[config.mk]
export PLATFORM = sky130hd
export DESIGN_NAME = fetch_unit
export DESIGN_NICKNAME = d
export VERILOG_FILES = /design/src/rtl/fetch_unit.sv
export SDC_FILE = /design/constraint.sdc
export NUM_CORES = 1
export LEC_CHECK = 0
export ABC_AREA = 1
export BUFFER_PORTS_ARGS = -buffer_cell sky130_fd_sc_hd__buf_2
export CAP_MARGIN = 40
export CORE_MARGIN = 3
export CORE_UTILIZATION = 52
export DETAILED_ROUTE_END_ITERATION = 16
export GPL_TIMING_DRIVEN = 0
export PLACE_DENSITY = 0.74
export SYNTH_ARGS = -nofsm -noshare
export SYNTH_HDL_FRONTEND = slang
export SYNTH_SLANG_ARGS = --single-unit
[constraint.sdc]
create_clock -name clk_i -period 8.4 [get_ports clk_i]
set_input_delay 1.68 -clock clk_i [delete_from_list [all_inputs] [get_ports clk_i]]
set_output_delay 1.68 -clock clk_i [all_outputs]
set_load 0.05 [all_outputs]
[src/rtl/fetch_unit.sv]
// rtl/fetch_unit.sv - instruction fetch stage feeding a 1-cycle-latency ROM into a 2-entry queue
module fetch_unit #(
    parameter int                  ADDR_WIDTH = 8,
    parameter int                  DATA_WIDTH = 32,
    parameter int                  PC_WIDTH   = 32,
    parameter logic [PC_WIDTH-1:0] RESET_PC   = '0
) (
    input  logic                  clk_i,
    input  logic                  rst_i,
    output logic [ADDR_WIDTH-1:0] imem_addr_o,
    input  logic [DATA_WIDTH-1:0] imem_data_i,
    input  logic                  redirect_i,
    input  logic [PC_WIDTH-1:0]   redirect_pc_i,
    output logic                  valid_o,
    input  logic                  ready_i,
    output logic [DATA_WIDTH-1:0] instr_o,
    output logic [PC_WIDTH-1:0]   pc_o
);

    logic [PC_WIDTH-1:0]   r_req_pc;
    logic [PC_WIDTH-1:0]   r_inflight_pc;
    logic                  r_inflight;
    logic [1:0]            r_count;
    logic                  r_head;
    logic [PC_WIDTH-1:0]   r_fifo_pc    [2];
    logic [DATA_WIDTH-1:0] r_fifo_instr [2];

    logic                  w_pop;
    logic                  w_push;
    logic                  w_issue;
    logic                  w_tail;
    logic [1:0]            w_occupancy;
    logic [PC_WIDTH-1:0]   w_redirect_pc;
    logic                  w_unused;

    assign valid_o       = (r_count != 2'd0);
    assign instr_o       = r_fifo_instr[r_head];
    assign pc_o          = r_fifo_pc[r_head];
    assign w_pop         = valid_o && ready_i;
    assign w_push        = r_inflight && !redirect_i;
    // Slots committed after this cycle's pop; a new request is only made if one stays free.
    assign w_occupancy   = r_count + {1'b0, r_inflight} - {1'b0, w_pop};
    assign w_issue       = !redirect_i && (w_occupancy < 2'd2);
    assign w_tail        = r_head ^ r_count[0];
    assign w_redirect_pc = {redirect_pc_i[PC_WIDTH-1:2], 2'b00};
    assign w_unused      = ^redirect_pc_i[1:0];

    always_comb begin
        imem_addr_o = r_req_pc[ADDR_WIDTH+1:2];
        if (rst_i) begin
            imem_addr_o = RESET_PC[ADDR_WIDTH+1:2];
        end else if (redirect_i) begin
            imem_addr_o = w_redirect_pc[ADDR_WIDTH+1:2];
        end
    end

    always_ff @(posedge clk_i) begin
        if (rst_i) begin
            r_req_pc      <= RESET_PC;
            r_inflight    <= 1'b0;
            r_inflight_pc <= '0;
            r_count       <= 2'd0;
            r_head        <= 1'b0;
            for (int i = 0; i < 2; i++) begin
                r_fifo_pc[i]    <= '0;
                r_fifo_instr[i] <= '0;
            end
        end else if (redirect_i) begin
            // The redirect target is requested this very cycle; the old response is dropped.
            r_count       <= 2'd0;
            r_inflight    <= 1'b1;
            r_inflight_pc <= w_redirect_pc;
            r_req_pc      <= w_redirect_pc + PC_WIDTH'(4);
        end else begin
            if (w_push) begin
                r_fifo_pc[w_tail]    <= r_inflight_pc;
                r_fifo_instr[w_tail] <= imem_data_i;
            end
            r_head     <= r_head ^ w_pop;
            r_count    <= r_count + {1'b0, w_push} - {1'b0, w_pop};
            r_inflight <= w_issue;
            if (w_issue) begin
                r_inflight_pc <= r_req_pc;
                r_req_pc      <= r_req_pc + PC_WIDTH'(4);
            end
        end
    end

    always_ff @(posedge clk_i) begin
        if (!rst_i) begin
            assert ({1'b0, r_count} + {2'b00, r_inflight} <= 3'd2);
        end
    end

endmodule

Yosys cells after proc, flatten, opt, wreduce, memory -nomap -nowiden
Memory sizes are Yosys's and may differ from the RTL's. A register that Yosys moved wholly into a read port is not among the register bits.
Index checks and enable logic that the tools add are counted.
{"block": "totals", "elab_cells": 49, "n_memories": 2, "input_bits": 68, "out_inout_bits": 73, "ram_bits": 128, "ff_bits": 68}
{"name": "r_fifo_instr", "words": 2, "word_bits": 32, "read_ports": 1, "rd_clocked_by_memory_dff": 1, "wr": 2, "line": "26", "text": "logic [DATA_WIDTH-1:0] r_fifo_instr [2];"}
{"name": "r_fifo_pc", "words": 2, "word_bits": 32, "read_ports": 1, "rd_clocked_by_memory_dff": 1, "wr": 2, "line": "25", "text": "logic [PC_WIDTH-1:0] r_fifo_pc [2];"}
{"block": "classes", "reduce_logical": 9, "n_lt_le_gt_ge": 1, "addsub": 6, "mux": 23, "bitwise_logic": 2}
{"cell": "$mux W32", "n": 6}
{"cell": "$add A32 B3 Y32 const B", "n": 2}
{"cell": "$reduce_or A32 Y1", "n": 2}
{"cell": "$mux W8", "n": 2}
{"cell": "$mux W1", "n": 15}
{"cell": "$add A2 B1 Y2", "n": 2}
{"cell": "$reduce_bool A2 Y1", "n": 2}
{"cell": "$sub A2 B1 Y2", "n": 2}
{"cell": "$logic_and A1 B1 Y1", "n": 3}
{"cell": "$lt A2 B2 Y1 const B", "n": 1}
{"cell": "$reduce_or A2 Y1", "n": 1}
{"cell": "$xor A1 B1 Y1", "n": 2}
{"cell": "$logic_not A1 Y1", "n": 1}

Depth between registers and ports, before layout
Gate-level depths: netlist (run 1).
{"block": "depth", "word_depth": 8, "mapped_depth": 15, "ltp_nobuf": 13}

Worst setup path before layout (run 1)
Ideal clock, no wire load.
{"block": "synth_timing", "path_kind": "input to output", "startpoint": "input port redirect_i", "endpoint": "output port imem_addr_o[6]", "arrival_ps": 2816, "slack_ps": 3904, "n_path_buf": 2, "t_required_ps": 6720, "stages": 5, "cell_sequence": "buf_6 > inv_4 > buf_12 > nand2_1 > a21oi_1"}
{"block": "synth_via", "elab_chain_cells": 2}
{"element": "start: declaration", "line": "12", "text": "input logic redirect_i,"}
{"element": "$mux W8", "line": "52", "text": "end else if (redirect_i) begin"}
{"element": "$mux W8", "line": "50", "text": "if (rst_i) begin"}
{"element": "end: declaration", "line": "10", "text": "output logic [ADDR_WIDTH-1:0] imem_addr_o,"}
Every way passes these cells.

Final worst setup path (run 1)
{"block": "layout_timing", "startpoint": "input port redirect_i", "endpoint": "output port imem_addr_o[4]"}
Same word-level chain as after synthesis.

==> run_summary.xml, run 1 <==
<?xml version="1.0" encoding="UTF-8"?>
<metrics>
  <group name="cts">
    <metric name="cts_inserted_buffers" unit="">17</metric>
    <metric name="postCtsResizedCells" unit="">0</metric>
    <metric name="cts_tree" unit="">built</metric>
    <metric name="cts.reportedPaths.clkPinSlew" unit="ns">0.07</metric>
    <metric name="numClockSinks" unit="">189</metric>
    <metric name="cts-root-buf" unit="">sky130_fd_sc_hd__clkbuf_16</metric>
    <metric name="clock_tree.buffer_depth" unit="">2</metric>
    <metric name="post_cts.repair.setup_buffers" unit="">0</metric>
    <metric name="cts-htree-levels" unit="">4</metric>
    <metric name="clock_latency" unit="ns">0.44</metric>
    <metric name="postCtsHoldBufs" unit="">0</metric>
  </group>
  <group name="layout">
    <metric name="fin_nets" unit="">1258</metric>
    <metric name="layout-drive-gt1-share" unit="%">27.2</metric>
    <metric name="n_fill_cell" unit="">1450</metric>
    <metric name="post-route-cell-area" unit="mm^2">0.0107</metric>
    <metric name="area_growth" unit="%">16.6</metric>
    <metric name="insertedDiodeCount" unit="">0</metric>
    <metric name="finalNonFillerCells" unit="">1426</metric>
  </group>
  <group name="synth">
    <metric name="synth.yosys.seq_area_share" unit="%">54.6</metric>
    <metric name="synth.ff_latch_count" unit="">189</metric>
    <metric name="asyncSetResetFlopFracSynth" unit="%">0</metric>
    <metric name="synth_area_per_cell" unit="um^2">8.91</metric>
    <metric name="synthesis.yosys.warnings" unit="">0</metric>
    <metric name="most_repeated_cell_in_the_gate_level_netlist_after_synthesis" unit="">sky130_fd_sc_hd__nor2_1</metric>
    <metric name="synth.lib_cells_used.distinct" unit="">36</metric>
    <metric name="syn-instance-count" unit="">1033</metric>
    <metric name="synth_largest_type_area_fraction" unit="%">40.4</metric>
    <metric name="synthTopCellsByArea" unit="">sky130_fd_sc_hd__edfxtp_1, sky130_fd_sc_hd__dfxtp_1, sky130_fd_sc_hd__nor2_1</metric>
    <metric name="synth_edf_count" unit="">124</metric>
    <metric name="synth_ff_type" unit="">sky130_fd_sc_hd__edfxtp_1</metric>
    <metric name="synth_largest_area_cell" unit="">sky130_fd_sc_hd__edfxtp_1</metric>
    <metric name="ys_top_cells_by_count" unit="">sky130_fd_sc_hd__nor2_1, sky130_fd_sc_hd__nand2_1, sky130_fd_sc_hd__inv_1, sky130_fd_sc_hd__edfxtp_1, sky130_fd_sc_hd__dfxtp_1</metric>
    <metric name="mappedNetlistArea" unit="mm^2">0.00921</metric>
  </group>
  <group name="global_routing">
    <metric name="grt.total_usage" unit="%">21.3</metric>
    <metric name="pin_count_of_the_biggest_net_entering_global_routing" unit="">63</metric>
    <metric name="global_route.overflow_total" unit="">0</metric>
    <metric name="antenna_violations_before_repair" unit="">0</metric>
    <metric name="grt_pass1_wl" unit="mm">33.0</metric>
    <metric name="first_global_vias" unit="">6575</metric>
  </group>
  <group name="sta">
    <metric name="tightestPinTransition" unit="ns">0.863</metric>
    <metric name="finalCriticalPeriod" unit="ns">4.31</metric>
    <metric name="skew" unit="ns">0.00757</metric>
    <metric name="timing.setup.tns" unit="ns">0</metric>
    <metric name="worst_slew_margin_relative_to_its_limit" unit="%">42.5</metric>
    <metric name="report.final.slew_viol_count" unit="">0</metric>
    <metric name="maxClockFrequency" unit="MHz">232</metric>
    <metric name="final-setup-viol-count" unit="">0</metric>
    <metric name="rsz_0062_raised_after_global_routing" unit="">no</metric>
    <metric name="timing_hold_violations_final" unit="">0</metric>
    <metric name="period_share" unit="%">51.4</metric>
    <metric name="final.setup.worst_slack" unit="ns">4.09</metric>
  </group>
  <group name="detailed_routing">
    <metric name="route.final.wire_length" unit="mm">20.6</metric>
    <metric name="post_route_m1_wl" unit="mm">9.24</metric>
    <metric name="ant_nets" unit="">0</metric>
    <metric name="via_count" unit="">7025</metric>
    <metric name="routedWlPerCell" unit="um">14.5</metric>
    <metric name="top_layer_used" unit="">met4</metric>
    <metric name="initialDrtViolationCount" unit="">515</metric>
    <metric name="dr.pass1.iters" unit="">4</metric>
    <metric name="detail_route.vias_per_cell" unit="">4.93</metric>
    <metric name="drc_viols" unit="">0</metric>
    <metric name="route.met3.wl" unit="mm">1.25</metric>
    <metric name="wl_met2" unit="mm">9.77</metric>
  </group>
  <group name="place">
    <metric name="dpl-instance-area" unit="mm^2">0.0102</metric>
    <metric name="gp_congestion" unit="">0.904</metric>
    <metric name="post-dp-hpwl" unit="mm">14.5</metric>
    <metric name="place_worst_setup_slack" unit="ns">4.09</metric>
    <metric name="dpl.cell_count" unit="">1394</metric>
    <metric name="io_buffers" unit="">135</metric>
  </group>
  <group name="pwr">
    <metric name="cellPowerDensity" unit="mW/mm^2">199</metric>
    <metric name="p_total" unit="mW">2.14</metric>
    <metric name="share_comb_of_total_power" unit="%">14.9</metric>
    <metric name="p_sw" unit="uW">617</metric>
    <metric name="worst_ir_drop_vdd" unit="mV">0.158</metric>
    <metric name="p_leak" unit="nW">4.82</metric>
    <metric name="switching_share" unit="%">28.8</metric>
    <metric name="seq_power_share" unit="%">49.7</metric>
    <metric name="internal_power_consumption" unit="mW">1.52</metric>
    <metric name="share_clk_of_total_power" unit="%">35.4</metric>
  </group>
  <group name="die">
    <metric name="placement_rows" unit="">48</metric>
    <metric name="core" unit="mm^2">0.0173</metric>
    <metric name="chipWidth" unit="um">139</metric>
    <metric name="ios" unit="">141</metric>
    <metric name="start_util" unit="%">53.2</metric>
    <metric name="die_y" unit="um">139</metric>
    <metric name="die-area" unit="mm^2">0.0193</metric>
  </group>
  <group name="setup_path">
    <metric name="worstPathMaxFanout" unit="">10</metric>
    <metric name="crit_type" unit="">input pin to output pin</metric>
    <metric name="critPathCaptureType" unit="">output pin</metric>
    <metric name="critPathArrivalTime" unit="ns">2.63</metric>
    <metric name="worst-endpoint-required" unit="ns">6.72</metric>
    <metric name="worstSetupStartpointType" unit="">input pin</metric>
  </group>
  <group name="hold_path">
    <metric name="hold_path.class" unit="">register to register</metric>
  </group>
  <group name="flow_run">
    <metric name="cap_viol_max_count" unit="">0</metric>
  </group>
  <group name="status">
    <metric name="result_of_the_run" unit="">finished clean</metric>
  </group>
</metrics>
[kinds of logic after synthesis]
logic type / after synthesis / share of synthesized area (%)
adders and majority gates: 2 / 0.272
other: 1 / 0.0407
DFF: 189 / 54.6
AOI/OAI and AO/OA: 59 / 3.21
buffers and inverters: 182 / 8.49
and+or+nand+nor: 527 / 24.8
xor gates and xnor gates: 10 / 0.951
muxes: 63 / 7.69
[final timing paths]
| kind | start | end | slack (ns) | depth (start not counted) |
|---|---|---|---|---|
| setup / recovery | redirect_i | imem_addr_o[4] | 4.09 | 7 |
| hold / removal | r_req_pc[7] | r_req_pc[7] | 0.49 | 2 |
| setup reg to reg | r_count[0] | r_fifo_pc[0][8] | 6.06 | 4 |
| hold reg to reg | r_req_pc[7] | r_req_pc[7] | 0.49 | 2 |
[layer usage]
| metal | global-route usage (%) | vias up |
|---|---|---|
| met5 | 0 | - |
| met2 | 35.3 | 219 |
| met1 | 29.2 | 3209 |
| met3 | 3.28 | 30 |
| li1 | - | 3567 |
| met4 | 6.33 | 0 |
[layout by cell type (no fill, tap or decap), drive strengths merged]
| cell type | count |
|---|---|
| ha | 2 |
| dfxtp | 65 |
| mux2 | 62 |
| a21oi | 12 |
| clkbuf | 26 |
| nor3b | 1 |
| nand4 | 2 |
| nor2 | 255 |
| xnor2 | 3 |
| and2 | 1 |
| xor2 | 7 |
| clkinv | 3 |
| conb | 2 |
| edfxtp | 124 |
| nor3 | 2 |
| o21ai | 47 |
| buf | 173 |
| nand3 | 39 |
| mux2i | 1 |
| inv | 144 |
| nand2 | 217 |
| or2 | 2 |
| nand3b | 8 |
| clkinvlp | 3 |
[worst max-delay path, cell delays in order]
cell and delay (ns):
sky130_fd_sc_hd__buf_6 0.13, sky130_fd_sc_hd__buf_4 0.18, sky130_fd_sc_hd__nand2_1 0.07, sky130_fd_sc_hd__nand2_2 0.12, sky130_fd_sc_hd__inv_1 0.09, sky130_fd_sc_hd__nor2_1 0.09, sky130_fd_sc_hd__buf_2 0.27
[layout make-up]
type	instances	area [um^2]	area share (%)
sequential	189	5020	46.8
multi-input combinational	663	3420	31.9
timing repair buffer	135	676	6.30
inverter	135	509	4.74
clock buffer	17	425	3.96
tap	225	282	2.62
buffer	47	273	2.54
clock inverter	15	124	1.15
[sequential cells by signal, summed over array words and instances (netlist names), named ones only]
name,count
r_head,1
r_fifo_instr,64
r_count,2
r_req_pc,30
r_inflight_pc,30
r_inflight,1
r_fifo_pc,60
[power groups by stage]
stage          logic [mW]  clock network, mW  registers, mW
2_1_floorplan       0.238                  0           1.08
3_3_place_gp        0.313                  0           1.08
3_5_place_dp        0.318                  0           1.08
4_1_cts             0.320              0.765           1.06
5_1_grt             0.347              0.808           1.07
6_report            0.319              0.758           1.06
[per-stage QoR]
step / hold slack (ns) / utilization [%]
after CTS: 0.486 / 62.1
after global routing: 0.502 / 62.1
after global placement: 0.466 / 58.8
after detailed placement: 0.474 / 58.9
after floorplan: 0.439 / -
final: 0.486 / 62.1
Note: power is estimated with default switching activity, not from simulation.
==> run 2: changes to the inputs <==
==> config.mk (replaced) <==
export PLATFORM = sky130hd
export DESIGN_NAME = fetch_unit
export DESIGN_NICKNAME = d
export VERILOG_FILES = /design/src/rtl/fetch_unit.sv
export SDC_FILE = /design/constraint.sdc
export NUM_CORES = 1
export LEC_CHECK = 0
export ABC_AREA = 0
export BUFFER_PORTS_ARGS = -buffer_cell sky130_fd_sc_hd__buf_2
export CAP_MARGIN = 40
export CORE_MARGIN = 3
export CORE_UTILIZATION = 51
export DETAILED_ROUTE_END_ITERATION = 16
export GPL_TIMING_DRIVEN = 0
export PLACE_DENSITY = 0.76
export SYNTH_ARGS = -nofsm -noshare
export SYNTH_HDL_FRONTEND = slang
export SYNTH_SLANG_ARGS = --single-unit
==> constraint.sdc (replaced) <==
create_clock -name clk_i -period 3.53 [get_ports clk_i]
set_input_delay 0.706 -clock clk_i [delete_from_list [all_inputs] [get_ports clk_i]]
set_output_delay 0.706 -clock clk_i [all_outputs]
set_load 0.05 [all_outputs]
==> run_summary.xml, run 2 <==
<?xml version="1.0" encoding="UTF-8"?>
<metrics>
  <group name="flow_run">
    <metric name="cap_viol_max_count" unit="">0</metric>
  </group>
  <group name="synth">
    <metric name="asyncSetResetFlopFracSynth" unit="%">0</metric>
    <metric name="synthesis.yosys.warnings" unit="">0</metric>
    <metric name="syn-instance-count" unit="">807</metric>
    <metric name="most_repeated_cell_in_the_gate_level_netlist_after_synthesis" unit="">sky130_fd_sc_hd__and2_1</metric>
    <metric name="synth_largest_type_area_fraction" unit="%">41.4</metric>
    <metric name="synth.yosys.seq_area_share" unit="%">55.8</metric>
    <metric name="synth.ff_latch_count" unit="">189</metric>
    <metric name="synth_largest_area_cell" unit="">sky130_fd_sc_hd__edfxtp_1</metric>
    <metric name="ys_top_cells_by_count" unit="">sky130_fd_sc_hd__and2_1, sky130_fd_sc_hd__edfxtp_1, sky130_fd_sc_hd__mux2_2, sky130_fd_sc_hd__dfxtp_1, sky130_fd_sc_hd__nor2_1</metric>
    <metric name="synthTopCellsByArea" unit="">sky130_fd_sc_hd__edfxtp_1, sky130_fd_sc_hd__dfxtp_1, sky130_fd_sc_hd__and2_1</metric>
    <metric name="synth_ff_type" unit="">sky130_fd_sc_hd__edfxtp_1</metric>
    <metric name="synth.lib_cells_used.distinct" unit="">53</metric>
    <metric name="mappedNetlistArea" unit="mm^2">0.00900</metric>
    <metric name="synth_edf_count" unit="">124</metric>
    <metric name="synth_area_per_cell" unit="um^2">11.2</metric>
  </group>
  <group name="setup_path">
    <metric name="critical_path.slowest_cell" unit="">sky130_fd_sc_hd__or4_1</metric>
    <metric name="worstPathMaxFanout" unit="">19</metric>
    <metric name="worstSetupStartpointType" unit="">input pin</metric>
    <metric name="crit_type" unit="">input pin to register</metric>
    <metric name="regToRegStartpoint" unit="">r_req_pc[4]</metric>
    <metric name="worst-endpoint-required" unit="ns">3.89</metric>
    <metric name="critPathArrivalTime" unit="ns">3.64</metric>
    <metric name="cp.buffers_inverters" unit="">5</metric>
    <metric name="cp_max_stage_delay" unit="ns">0.51</metric>
    <metric name="setup.reg_to_reg.worst_slack" unit="ns">0.63</metric>
    <metric name="crit_path_frequent_cell" unit="">sky130_fd_sc_hd__buf_2</metric>
    <metric name="length_in_cells_of_the_worst_reg_to_reg_path" unit="">6</metric>
    <metric name="critPathCaptureType" unit="">register</metric>
    <metric name="crit_path_leading_delay_family" unit="">buffers and inverters</metric>
    <metric name="worstPathCellList" unit="">buf_6 -&gt; buf_2 -&gt; clkbuf_4 -&gt; buf_2 -&gt; mux2i_1 -&gt; inv_1 -&gt; ha_2 -&gt; nand4b_1 -&gt; nand2_1 -&gt; nand3_1 -&gt; or4_1 -&gt; a31o_2 -&gt; a21oi_1</metric>
    <metric name="timing.rr.end" unit="">r_req_pc[29]</metric>
  </group>
  <group name="hold_path">
    <metric name="min_delay_worst_endpoint" unit="">r_req_pc[29]</metric>
    <metric name="hold_path.class" unit="">register to register</metric>
    <metric name="hold-path-cell-count" unit="">2</metric>
    <metric name="hp-start" unit="">r_req_pc[29]</metric>
  </group>
  <group name="sta">
    <metric name="report.final.slew_viol_count" unit="">0</metric>
    <metric name="period_share" unit="%">93.1</metric>
    <metric name="worst_slew_margin_relative_to_its_limit" unit="%">13.5</metric>
    <metric name="skew" unit="ns">0.00911</metric>
    <metric name="finalCriticalPeriod" unit="ns">3.29</metric>
    <metric name="rsz_0062_raised_after_global_routing" unit="">no</metric>
    <metric name="timing_hold_violations_final" unit="">0</metric>
    <metric name="hold_ws" unit="ns">0.468</metric>
    <metric name="maxClockFrequency" unit="MHz">304</metric>
    <metric name="tightestPinTransition" unit="ns">1.30</metric>
    <metric name="timing.setup.tns" unit="ns">0</metric>
    <metric name="final-setup-viol-count" unit="">0</metric>
  </group>
  <group name="detailed_routing">
    <metric name="route.final.wire_length" unit="mm">22.0</metric>
    <metric name="via_count" unit="">6785</metric>
    <metric name="initialDrtViolationCount" unit="">506</metric>
    <metric name="drc_viols" unit="">0</metric>
    <metric name="dr.pass1.iters" unit="">6</metric>
    <metric name="routedWlPerCell" unit="um">18.5</metric>
    <metric name="ant_nets" unit="">0</metric>
    <metric name="detail_route.vias_per_cell" unit="">5.70</metric>
  </group>
  <group name="cts">
    <metric name="postCtsHoldBufs" unit="">0</metric>
    <metric name="cts_inserted_buffers" unit="">17</metric>
    <metric name="cts-root-buf" unit="">sky130_fd_sc_hd__clkbuf_16</metric>
    <metric name="clock_tree.buffer_depth" unit="">2</metric>
    <metric name="cts.reportedPaths.clkPinSlew" unit="ns">0.07</metric>
    <metric name="cts-htree-levels" unit="">4</metric>
    <metric name="numClockSinks" unit="">189</metric>
    <metric name="clock_latency" unit="ns">0.43</metric>
    <metric name="cts_tree" unit="">built</metric>
  </group>
  <group name="die">
    <metric name="die_y" unit="um">139</metric>
    <metric name="start_util" unit="%">53.2</metric>
    <metric name="placement_rows" unit="">47</metric>
    <metric name="die-area" unit="mm^2">0.0193</metric>
    <metric name="core" unit="mm^2">0.0169</metric>
    <metric name="chipWidth" unit="um">139</metric>
    <metric name="ios" unit="">141</metric>
  </group>
  <group name="layout">
    <metric name="post-route-util" unit="%">62.5</metric>
    <metric name="number_of_flip_flops_in_the_largest_register" unit="">64</metric>
    <metric name="area_growth" unit="%">17.6</metric>
    <metric name="layout.cells.most_common_list" unit="">sky130_fd_sc_hd__and2_1, sky130_fd_sc_hd__buf_2, sky130_fd_sc_hd__edfxtp_1, sky130_fd_sc_hd__mux2_2, sky130_fd_sc_hd__dfxtp_1</metric>
    <metric name="largestRegisters" unit="">r_fifo_instr (64), r_fifo_pc (60)</metric>
    <metric name="insertedDiodeCount" unit="">0</metric>
    <metric name="final_common_cell" unit="">sky130_fd_sc_hd__and2_1</metric>
    <metric name="layout-drive-gt1-share" unit="%">26.4</metric>
    <metric name="fin_nets" unit="">1028</metric>
    <metric name="max_flop_register" unit="">r_fifo_instr</metric>
    <metric name="finalNonFillerCells" unit="">1191</metric>
  </group>
  <group name="place">
    <metric name="dpl.cell_count" unit="">1164</metric>
    <metric name="gp_congestion" unit="">0.985</metric>
    <metric name="io_buffers" unit="">134</metric>
    <metric name="post-dp-hpwl" unit="mm">16.0</metric>
  </group>
  <group name="global_routing">
    <metric name="antenna_violations_before_repair" unit="">0</metric>
    <metric name="first_global_vias" unit="">6582</metric>
    <metric name="grt.total_usage" unit="%">23.1</metric>
    <metric name="pin_count_of_the_biggest_net_entering_global_routing" unit="">40</metric>
    <metric name="grt_pass1_wl" unit="mm">35.4</metric>
    <metric name="global_route.overflow_total" unit="">0</metric>
  </group>
  <group name="pwr">
    <metric name="p_leak" unit="nW">4.33</metric>
    <metric name="worst_ir_drop_vdd" unit="mV">0.398</metric>
    <metric name="cellPowerDensity" unit="mW/mm^2">484</metric>
    <metric name="p_total" unit="mW">5.12</metric>
  </group>
  <group name="status">
    <metric name="result_of_the_run" unit="">finished clean</metric>
  </group>
</metrics>
## run 2: cell types whose count changed in the layout (fill, tap and decap cells not counted), moves of 27 or more
cell                       delta
sky130_fd_sc_hd__nor2_1     -185
sky130_fd_sc_hd__and2_1     +138
sky130_fd_sc_hd__nand2_1    -125
sky130_fd_sc_hd__inv_1      -124
sky130_fd_sc_hd__nand2_2     -35
sky130_fd_sc_hd__clkbuf_1    +31
sky130_fd_sc_hd__o21ai_0     -27
## run 2: worst max-delay path by stage
stage               start            to  slack [ns]  cells after the start
6_report       redirect_i  r_req_pc[22]        0.24                     13
5_1_grt        redirect_i  r_req_pc[28]        0.07                     13
4_1_cts        redirect_i  r_req_pc[14]        0.03                     15
3_5_place_dp   redirect_i  r_req_pc[22]       -0.91                     15
3_3_place_gp   redirect_i  r_req_pc[22]       -0.93                     15
2_1_floorplan  redirect_i  r_req_pc[22]        0.02                     16
## run 2: where the power goes
part | switching (mW) | internal, mW
Clock | 0.911 | 1.01
Sequential | 0.0582 | 2.47
Combinational | 0.459 | 0.205
Total | 1.43 | 3.69
## run 2: what timing repair did
item,CTS,global route
buffers inserted,0,0
pin swaps,0,0
resized for setup,1,3
setup endpoints to repair,18,9
## run 2: cell families (layout without fill, tap and decap cells)
group / Yosys count / after routing / share of synthesized area [%]
and+or+nand+nor: 351 / 351 / 21.9
DFF: 189 / 189 / 55.8
AOI/OAI and AO/OA: 105 / 105 / 7.37
muxes: 89 / 89 / 10.8
buffers and inverters: 60 / 223 / 2.79
xor gates and xnor gates: 10 / 10 / 0.973
adders and majority gates: 2 / 2 / 0.278
other: 1 / 2 / 0.0417
## run 2: tightest hold or removal path: stages (launching register included)
cell,delay [ns]
sky130_fd_sc_hd__dfxtp_1,0.31
sky130_fd_sc_hd__nand2_1,0.05
sky130_fd_sc_hd__a21oi_1,0.05
## run 2: per-stage QoR
stage | cell area (um^2) | setup slack (ns)
4_1_cts | 10600 | 0.0350
2_1_floorplan | 9010 | 0.0223
3_3_place_gp | 9950 | -0.928
5_1_grt | 10600 | 0.0660
3_5_place_dp | 10000 | -0.911
6_report | 10600 | 0.244
## run 2: cell type report
class | instances | area, um^2
timing repair buffer | 136 | 711
multi-input combinational | 559 | 3740
buffer | 50 | 221
tap | 220 | 275
clock inverter | 15 | 169
sequential | 189 | 5020
fill | 1393 | 6350
clock buffer | 17 | 425
inverter | 5 | 18.8
## run 2: per-layer routing
metal	wire [um]	global-route usage, %	part of all wire [%]
met2	10200	36.5	46
met5	0	0	0
met4	582	8.75	2.6
met1	9540	31.7	43
met3	1750	4.79	8.0
